[src/rtl/mem_arbiter.sv]
// Purpose: shares one memory port between the IFU and MEMU requesters with round-robin tie-break.
// Latency: 3 cycles from request to response pulse with zero-wait memory; misaligned fetches answer in 1.
// Backpressure: holds mem_req_valid until mem_req_ready; requesters hold valid until their response pulse.
module mem_arbiter #(
    parameter int ADDR_WIDTH     = 64,
    parameter int DATA_WIDTH     = 64,
    parameter int TIMEOUT_CYCLES = 255
) (
    input  logic                    clk,
    input  logic                    rst,

    input  logic                    ireq_valid,
    input  logic [ADDR_WIDTH-1:0]   ireq_addr,
    output logic                    iresp_valid,
    output logic [31:0]             iresp_data,
    output logic                    iresp_err,

    input  logic                    dreq_valid,
    input  logic [ADDR_WIDTH-1:0]   dreq_addr,
    input  logic                    dreq_we,
    input  logic [DATA_WIDTH-1:0]   dreq_wdata,
    input  logic [7:0]              dreq_wstrb,
    output logic                    dresp_valid,
    output logic [DATA_WIDTH-1:0]   dresp_data,
    output logic                    dresp_err,

    output logic                    mem_req_valid,
    input  logic                    mem_req_ready,
    output logic [ADDR_WIDTH-1:0]   mem_addr,
    output logic                    mem_we,
    output logic [DATA_WIDTH-1:0]   mem_wdata,
    output logic [7:0]              mem_wstrb,
    input  logic                    mem_resp_valid,
    input  logic [DATA_WIDTH-1:0]   mem_resp_data,

    output logic                    busy
);

    typedef enum logic [1:0] {
        IDLE = 2'd0,
        REQ  = 2'd1,
        WAIT = 2'd2,
        RESP = 2'd3
    } state_t;

    localparam int              CNT_W    = (TIMEOUT_CYCLES > 1) ? $clog2(TIMEOUT_CYCLES) : 1;
    localparam bit              TO_EN    = (TIMEOUT_CYCLES != 0);
    localparam logic [CNT_W-1:0] CNT_LAST = TO_EN ? CNT_W'(TIMEOUT_CYCLES - 1) : '0;

    state_t             state;
    state_t             state_nxt;
    logic               last_grant_d;   // 1 = MEMU won the most recent grant
    logic               gnt_d;          // side owning the transfer in flight
    logic [CNT_W-1:0]   cnt;

    logic               any_req;
    logic               pick_d;
    logic               misaligned;
    logic               timeout_hit;

    always_comb begin
        any_req     = ireq_valid | dreq_valid;
        // On a tie the side opposite the previous winner takes the port.
        pick_d      = dreq_valid & (~ireq_valid | ~last_grant_d);
        misaligned  = ~pick_d & (ireq_addr[1:0] != 2'b00);
        timeout_hit = TO_EN && (cnt == CNT_LAST);
    end

    always_ff @(posedge clk) begin
        if (rst) begin
            state <= IDLE;
        end else begin
            state <= state_nxt;
        end
    end

    always_comb begin
        state_nxt = state;
        case (state)
            IDLE: begin
                if (any_req) begin
                    state_nxt = misaligned ? RESP : REQ;
                end
            end
            REQ: begin
                if (mem_req_ready) begin
                    state_nxt = WAIT;
                end
            end
            WAIT: begin
                if (mem_resp_valid || timeout_hit) begin
                    state_nxt = RESP;
                end
            end
            RESP: begin
                state_nxt = IDLE;
            end
            default: begin
                state_nxt = IDLE;
            end
        endcase
    end

    always_ff @(posedge clk) begin
        if (rst) begin
            last_grant_d <= 1'b1;
            gnt_d        <= 1'b0;
            cnt          <= '0;
            mem_addr     <= '0;
            mem_we       <= 1'b0;
            mem_wdata    <= '0;
            mem_wstrb    <= '0;
            iresp_data   <= '0;
            iresp_err    <= 1'b0;
            dresp_data   <= '0;
            dresp_err    <= 1'b0;
        end else begin
            case (state)
                IDLE: begin
                    if (any_req) begin
                        gnt_d        <= pick_d;
                        last_grant_d <= pick_d;
                        mem_addr     <= pick_d ? dreq_addr : ireq_addr;
                        mem_we       <= pick_d & dreq_we;
                        mem_wdata    <= pick_d ? dreq_wdata : '0;
                        mem_wstrb    <= pick_d ? dreq_wstrb : 8'h00;
                        if (misaligned) begin
                            iresp_err  <= 1'b1;
                            iresp_data <= '0;
                        end
                    end
                end
                REQ: begin
                    if (mem_req_ready) begin
                        cnt <= '0;
                    end
                end
                WAIT: begin
                    if (mem_resp_valid) begin
                        if (gnt_d) begin
                            dresp_err  <= 1'b0;
                            dresp_data <= mem_we ? '0 : mem_resp_data;
                        end else begin
                            iresp_err  <= 1'b0;
                            iresp_data <= mem_addr[2] ? mem_resp_data[63:32] : mem_resp_data[31:0];
                        end
                    end else if (timeout_hit) begin
                        if (gnt_d) begin
                            dresp_err  <= 1'b1;
                            dresp_data <= '0;
                        end else begin
                            iresp_err  <= 1'b1;
                            iresp_data <= '0;
                        end
                    end else begin
                        cnt <= cnt + 1'b1;
                    end
                end
                default: begin
                end
            endcase
        end
    end

    always_comb begin
        mem_req_valid = (state == REQ);
        iresp_valid   = (state == RESP) & ~gnt_d;
        dresp_valid   = (state == RESP) & gnt_d;
        busy          = (state != IDLE);
    end

endmodule

[config.mk]
export PLATFORM = sky130hd
export DESIGN_NAME = mem_arbiter
export DESIGN_NICKNAME = d
export VERILOG_FILES = /design/src/rtl/mem_arbiter.sv
export SDC_FILE = /design/constraint.sdc
export NUM_CORES = 1
export LEC_CHECK = 0
export BUFFER_PORTS_ARGS = -buffer_cell sky130_fd_sc_hd__buf_4
export CAP_MARGIN = 20
export CORE_AREA = 8 8 191 193
export CTS_CLUSTER_DIAMETER = 40
export DETAILED_ROUTE_END_ITERATION = 16
export DIE_AREA = 0 0 199 201
export SLEW_MARGIN = 10
export SYNTH_ARGS = -nofsm -noshare
export SYNTH_HDL_FRONTEND = slang
export SYNTH_SLANG_ARGS = --single-unit
export TNS_END_PERCENT = 10
[constraint.sdc]
create_clock -name clk -period 3.1 [get_ports clk]
set_input_delay 0.93 -clock clk [delete_from_list [all_inputs] [get_ports clk]]
set_output_delay 0.93 -clock clk [all_outputs]
set_load 0.01 [all_outputs]
### After elaboration in Yosys (flattened, before gate mapping)

Index checks and enable logic that the tools add are counted.

| storage, ports and cells | value |
|---|---|
| register bits after elaboration | 247 |
| latch bits | 0 |
| memory bits (writable) | 0 |
| memory bits (read-only) | 0 |
| input bits | 271 |
| memories | 0 |

| cells by class | value |
|---|---|
| add/sub/neg operators | 1 |
| multiply operators | 0 |
| div/mod/pow operators | 0 |
| $lt $le $gt $ge | 0 |
| equal/unequal tests | 12 |
| shifts and indexed selects | 0 |
| mux-type cells | 36 |
| bitwise gates (word level) | 11 |
| reduce and logical (&&, ||, !) cells | 12 |

Operators with widths:

| cell | count |
|---|---|
| 64-bit two-way mux | 7 |
| 32-bit two-way mux | 7 |
| 32-bit one-hot mux with 2 select lines | 1 |
| 8-bit two-way mux | 4 |
| 8-bit one-hot mux with 2 select lines | 1 |
| 2-bit != test (second input constant) | 6 |
| 1-bit two-way mux | 10 |
| 2-bit nonzero test | 5 |
| 8-bit by 1-bit adder with 8-bit output (second input constant) | 1 |
| 8-bit == test (second input constant) | 1 |
| 2-bit two-way mux | 4 |
| 2-bit one-hot mux with 4 select lines | 1 |
| 3-bit AND reduction | 2 |
| 1-bit bitwise AND | 5 |
| 5-bit AND reduction | 1 |
| 2-bit == test (second input constant) | 2 |
| 1-bit NOT | 4 |
| 4-bit AND reduction | 1 |
| 3-bit != test (second input constant) | 1 |
| 2-bit by 1-bit == test with 1-bit output (second input constant) | 1 |
| 2-bit logical NOT | 1 |
| 2-bit by 1-bit != test with 1-bit output (second input constant) | 1 |
| 1-bit OR | 2 |
| 1-bit one-hot mux with 2 select lines | 1 |
| other kinds (2) | 2 |

### Depth between registers and ports, before layout

Gate-level depths: netlist (run 1).

| logic depth | value |
|---|---|
| word-level depth | 8 |
| mapped depth | 9 |
| gate-level depth less buffers | 6 |

### Worst setup path after synthesis (run 1)

OpenSTA, ideal clock, no wires.

| path | value |
|---|---|
| path type | input to register |
| start point | input rst |
| end point | register mem_wdata[15] |
| setup time | 128 ps |
| data arrival time | 2091 ps |
| required time | 2972 ps |
| setup slack | 882 ps |
| cell stages on the path | 5 |
| path buffers | 4 |
| path through | clkbuf_1 > clkbuf_1 > clkbuf_1 > buf_1 > nor2_1 |

RTL lines:

| element | line | RTL |
|---|---|---|
| start, declared | 10 | `input logic rst,` |
| end signal, assigned | 125 | `mem_wdata <= pick_d ? dreq_wdata : '0;` |
| end, declared | 31 | `output logic [DATA_WIDTH-1:0] mem_wdata,` |

No word-level cell between the ends.

### Worst setup path in the final report (run 1)

| path | value |
|---|---|
| start point | register state[0] |
| end point | output busy |

| on the way | value |
|---|---|
| word-level cells in the longest chain between the ends | 1 |

RTL lines:

| element | line | RTL |
|---|---|---|
| start, declared | 50 | `state_t state;` |
| start signal, assigned | 73 | `state <= state_nxt;` |
| 2-bit nonzero test | 169 | `busy = (state != IDLE);` |
| end, declared | 36 | `output logic busy` |

No other way between the ends.

==> results.txt, run 1 <==
Max-Cap Viols - 0
clk slew on worst S/H paths - 0.05 ns
initial antenna violation count - 1
Yosys warnings - 0
Leak Pwr - 7.03 nW
worst setup path class - flop to primary output
CTS max path bufs - 3
Resize count post-CTS - 0
CTS tree - built
post-CTS setup repair buffer count - 0
post-layout util - 46.4%
count of cell types in the netlist - 41
# DRC - 0
final wirelength - 36500 µm
Switching Share - 32.2%
final net count - 1712
CP max FO - 9
setup TNS - 0 ns
power per cell area - 807 nW/µm²
Final ANT Viol Nets - 0
vias per inst - 4.75
Sink Count - 247
total number of vias - 9099
max-slew violation count - 0
All-Layer GR Usage - 17.1%
Worst setup EP type - primary output
Setup WS post-layout - 0.442 ns
DRT Pass-1 Iters - 5
Avg Inst Size Synth - 10.3 µm²
mapped cell area - 9770 µm²
post-layout minimum cycle time - 2.66 ns
CTS buffer count - 41
grt ovf - 0
RSZ-0062 raised after global routing - false
Die W - 199 µm
Slew HR - 42.0%
register area - 4950 µm²
Tcrit/Tclk final - 85.7%
post-DP HPWL - 27400 µm
row count - 67
Routed WL per cell - 19.1 µm
Die Ht - 201 µm
number of synthesized flops with an enable pin - 0
clock network power share - 37.8%
min-delay worst type - flop to flop
status - complete, no violations
I/O Pins - 510
CP required - 2.17 ns
final instance area - 15400 µm²
layout cells sized above 1 - 43.5%
initial drt markers - 344
Peak VDD IR - 0.567 mV
Clock Latency Late Sink - 0.53 ns
sequential fraction of the synthesis area - 50.6%
Buffers on Ports - 509
n_diodes - 0
first-pass GRT wire length - 54500 µm
Syn Nets - 1230
Internal - 8.45 mW
synthesis-to-layout area growth - 58.0%
Psw - 4.02 mW
filler cell count - 3137
DP Area - 14000 µm²
area of the die - 40000 µm²
fmax - 0.376 GHz
H-tree depth - 2
R2R cell count - 7
Setup-failing EPs final - 0
crit start category - flop
number of global-route vias before repair - 9354
cells after synthesis - 953
Core Box Area - 33300 µm²
largest net degree at the start of global routing - 125
#FFs+latches synth - 247
sequential share of power - 31.6%
skew final - 0.0180 ns
CTS root buffer - clkbuf_16
final number of hold-violating endpoints - 0
Slew @ Worst Pin - 0.869 ns
ys flop type - dfxtp_1
multi-input logic area - 4440 µm²
Comb power frac - 30.6%
GPL Wtd Cong - 0.845
Worst Path Arrival - 1.73 ns
Post-synth ARST share - 0%
DP Worst Slack - 0.480 ns
Initial Utilization - 29.4%
Hold Path Depth - 1
hold_buf cts - 0
-- placed cells by master (no fill, tap or decap), types with 4 or more instances in the layout --
cell / netlist / final
buf_4: 0 / 516
dfxtp_1: 247 / 246
nor2_1: 180 / 179
mux2i_1: 95 / 95
a22oi_1: 73 / 73
a22o_1: 64 / 64
a211oi_1: 63 / 63
clkbuf_16: 0 / 41
nor2b_1: 33 / 33
mux2_4: 29 / 29
inv_1: 10 / 10
a21oi_1: 9 / 8
o21ai_0: 7 / 7
clkinv_4: 0 / 7
buf_12: 3 / 7
ha_1: 6 / 6
bufinv_16: 0 / 6
nand3_1: 5 / 5
nand2_1: 5 / 5
or4_1: 5 / 5
clkbuf_1: 54 / 5
nand4_1: 4 / 4
mux2_2: 4 / 4
o31ai_1: 4 / 4
inv_6: 0 / 4
clkbuf_8: 0 / 4
clkinvlp_4: 0 / 4
-- per-layer routing --
metal	track usage, %	share of wire [%]	vias to the layer above
li1	-	-	4434
met1	19.2	38	4200
met2	28.8	48	401
met3	7.01	11	62
met4	6.22	2.9	2
met5	0	0.036	-
-- state kept, by name, indices dropped and copies added (netlist names), 2 cells and up --
register / flops
mem_addr: 64
mem_wstrb: 8
state: 2
mem_wdata: 64
iresp_data: 32
dresp_data: 64
cnt: 8
-- power groups by stage --
stage                     registers [mW]  clock network [mW]  logic [mW]
after floorplan                     4.16                   0        2.12
after global placement              3.98                   0        3.85
after detailed placement            3.99                   0        3.87
after CTS                           3.94                4.83        3.88
after global routing                4.00                4.97        4.16
final                               3.94                4.71        3.82
-- worst max-delay path, cell delays in order, from the launching register on --
cell	delay (ns)
dfxtp_1	0.33
inv_1	0.11
ha_1	0.36
inv_1	0.18
buf_4	0.21
-- metrics by stage --
step	power, mW	hold slack (ns)	cells
after detailed placement	7.87	0.456	1840
after CTS	12.6	0.475	1914
after global placement	7.83	0.457	1840
after global routing	13.1	0.488	1914
final	12.5	0.474	1914
after floorplan	6.28	0.448	953
-- cells in the mapped netlist, drive strengths merged (5+ instances only) --
master,number,area (µm²)
a22oi,73,548
mux2,33,480
nand2,5,18.8
a22o,64,561
buf,31,198
nor2b,33,206
a21oi,9,45.0
nand3,5,25.0
a211oi,63,473
clkbuf,54,203
o21ai,8,40.0
dfxtp,247,4940
nor2,180,676
ha,6,75.1
inv,10,37.5
nand4,5,37.5
mux2i,95,951
or4,5,37.5
-- kinds of logic (layout without fill, tap and decap cells) --
| kind of cell | after synthesis | count (layout) | synth area share, % |
|---|---|---|---|
| compound gates | 235 | 235 | 18.7 |
| mux | 128 | 128 | 14.6 |
| flops | 247 | 247 | 50.6 |
| buf+inv | 95 | 608 | 4.48 |
| fa+ha+maj | 6 | 6 | 0.768 |
| simple gates | 242 | 242 | 10.8 |
-- final timing paths --
check / start / end / slack [ns]
worst max-delay path: state[0]$_SDFFE_PP0P_ / busy / 0.44
worst max register to register: state[0]$_SDFFE_PP0P_ / iresp_data[15]$_SDFFE_PP0P_ / 0.63
worst min register to register: dresp_data[30]$_SDFFE_PP0P_ / dresp_data[30]$_SDFFE_PP0P_ / 0.47
worst min-delay path: dresp_data[30]$_SDFFE_PP0P_ / dresp_data[30]$_SDFFE_PP0P_ / 0.47
-- final cells by class --
cell class	count	area share, %
Sequential cell	247	32.0
Clock inverter	24	2.18
Tap cell	448	3.63
Inverter	10	0.243
Timing Repair Buffer	524	26.1
Clock buffer	50	7.12
Multi-Input combinational cell	611	28.7
(Power assumes the default switching activity.)
==> run 2, diff against run 1 <==
--- a/config.mk
+++ b/config.mk
@@ -5,12 +5,13 @@
 export SDC_FILE = /design/constraint.sdc
 export NUM_CORES = 1
 export LEC_CHECK = 0
+export ABC_CLOCK_PERIOD_IN_PS = 3100
 export BUFFER_PORTS_ARGS = -buffer_cell sky130_fd_sc_hd__buf_4
 export CAP_MARGIN = 20
-export CORE_AREA = 8 8 191 193
+export CORE_AREA = 8 8 192 194
 export CTS_CLUSTER_DIAMETER = 40
 export DETAILED_ROUTE_END_ITERATION = 16
-export DIE_AREA = 0 0 199 201
+export DIE_AREA = 0 0 200 202
 export SLEW_MARGIN = 10
 export SYNTH_ARGS = -nofsm -noshare
 export SYNTH_HDL_FRONTEND = slang
==> results.txt, run 2 (synthesized netlist as in run 1, its figures left out) <==
# DRC - 0 (unchanged)
Buffers on Ports - 509 (unchanged)
CTS max path bufs - 3 (unchanged)
Internal - 8.66 mW (+2.5%)
Setup-failing EPs final - 0 (unchanged)
post-DP HPWL - 27100 µm (-1.3%)
Die W - 200 µm (+0.50%)
Worst setup EP type - primary output
number of global-route vias before repair - 9440 (+0.92%)
largest net degree at the start of global routing - 97 (-22%)
Leak Pwr - 7.10 nW (+1.0%)
post-CTS setup repair buffer count - 0 (unchanged)
Placed Instances - 1848 (+0.43%)
I/O Pins - 510 (unchanged)
top flop regs - dresp_data x64, mem_addr x64, mem_wdata x64
Overall Power - 12.7 mW (+2.2%)
initial antenna violation count - 1 (unchanged)
Core Box Area - 33900 µm² (+2.0%)
Max-Cap Viols - 0 (unchanged)
setup TNS - 0 ns (unchanged)
most frequent cells in the layout - 518 x buf_4, 246 x dfxtp_1, 179 x nor2_1
worst setup path class - flop to primary output
Routed WL per cell - 18.7 µm (-1.8%)
commonest non-fill, non-tap cell in the layout - buf_4
final wirelength - 36100 µm (-1.1%)
power per cell area - 818 nW/µm² (+1.3%)
row count - 68 (+1.5%)
crit start category - flop
H-tree depth - 2 (unchanged)
Slew @ Worst Pin - 0.791 ns (-0.0788 ns)
fmax - 0.371 GHz (-1.4%)
Comb power frac - 29.5% (-1.1 points)
CTS root buffer - clkbuf_16
final instance area - 15600 µm² (+0.87%)
area of the die - 40400 µm² (+1.0%)
final number of hold-violating endpoints - 0 (unchanged)
DRT Pass-1 Iters - 6 (+1)
Non-Filler Instances - 1928 (+0.73%)
CTS tree - built
RSZ-0062 raised after global routing - false
grt ovf - 0 (unchanged)
Initial Utilization - 28.8% (-0.58 points)
skew final - 0.0308 ns (+0.0128 ns)
clock network power share - 39.4% (+1.6 points)
Slew HR - 47.3% (+5.3 points)
Final ANT Viol Nets - 0 (unchanged)
CP max FO - 9 (unchanged)
sequential share of power - 31.1% (-0.5 points)
Worst Path Arrival - 1.76 ns (+0.03 ns)
final net count - 1715 (+0.18%)
Die Ht - 202 µm (+0.50%)
Switching Share - 32.0% (-0.17 points)
initial drt markers - 299 (-13%)
Psw - 4.08 mW (+1.7%)
post-layout minimum cycle time - 2.69 ns (+0.0364 ns)
post-layout util - 45.9% (-0.51 points)
vias per inst - 4.68 (-1.5%)
hold_buf cts - 0 (unchanged)
min-delay worst type - flop to flop
clk slew on worst S/H paths - 0.05 ns (about the same)
Peak VDD IR - 0.454 mV (-20%)
All-Layer GR Usage - 16.7% (-0.47 points)
GPL Wtd Cong - 0.804 (-4.9%)
DP Area - 14000 µm² (about the same)
Resize count post-CTS - 0 (unchanged)
Clock Latency Late Sink - 0.53 ns (about the same)
Sink Count - 247 (unchanged)
layout cells sized above 1 - 44.0% (+0.47 points)
synthesis-to-layout area growth - 59.4%
CP required - 2.17 ns (about the same)
max-slew violation count - 0 (unchanged)
Tcrit/Tclk final - 86.9% (+1.2 points)
status - complete, no violations
n_diodes - 0 (unchanged)
CTS buffer count - 43 (+4.9%)
total number of vias - 9029 (-0.77%)
first-pass GRT wire length - 54300 µm (-0.52%)
run 2: cell count changes in the layout (fill, tap and decap cells not counted), sizes merged:
| cell | before | now |
|---|---|---|
| clkinv | 9 | 10 |
| clkbuf | 50 | 54 |
| inv | 15 | 16 |
| buf | 524 | 525 |
run 2: worst max-delay path: stages, from the launching register on:
cell and delay, ns:
dfxtp_1 0.33, inv_1 0.10, ha_1 0.40, inv_1 0.20, buf_4 0.20
run 2: area by class of cell:
type | count | area (µm²)
multi-input combinational | 611 | 4440
tap | 455 | 569
inverter | 10 | 37.5
clock inverter | 26 | 360
timing repair buffer | 525 | 4020
clock buffer | 54 | 1210
sequential | 247 | 4950
fill | 3196 | 18400
run 2: stage by stage:
stage,worst slack [ns],hold slack [ns]
2_1_floorplan,0.882,0.448
3_3_place_gp,0.705,0.457
3_5_place_dp,0.659,0.458
4_1_cts,0.388,0.475
5_1_grt,0.304,0.482
6_report,0.406,0.470
run 2: layer usage:
| metal | up-vias | wire [µm] | part of all wire [%] | GRT usage, % |
|---|---|---|---|---|
| li1 | 4431 | - | - | - |
| met1 | 4156 | 14700 | 41 | 19.8 |
| met2 | 385 | 16700 | 46 | 27.4 |
| met3 | 55 | 3880 | 11 | 6.44 |
| met4 | 2 | 788 | 2.2 | 4.99 |
| met5 | - | 9 | 0.025 | 0 |
run 2: power by group through the flow:
stage	Sequential, mW	Combinational [mW]	Clock, mW
5_1_grt	4.02	4.11	5.28
3_3_place_gp	4.00	3.77	0
3_5_place_dp	4.01	3.81	0
4_1_cts	3.96	3.81	5.12
2_1_floorplan	4.16	2.12	0
6_report	3.96	3.76	5.02
run 2: worst paths after layout:
check | end | cells past startpoint | from | slack (ns)
hold reg to reg | dresp_data[52]$_SDFFE_PP0P_ | 1 | dresp_data[52]$_SDFFE_PP0P_ | 0.47
setup / recovery | busy | 4 | state[0]$_SDFFE_PP0P_ | 0.41
hold / removal | dresp_data[52]$_SDFFE_PP0P_ | 1 | dresp_data[52]$_SDFFE_PP0P_ | 0.47
setup reg to reg | iresp_data[16]$_SDFFE_PP0P_ | 7 | state[0]$_SDFFE_PP0P_ | 0.84
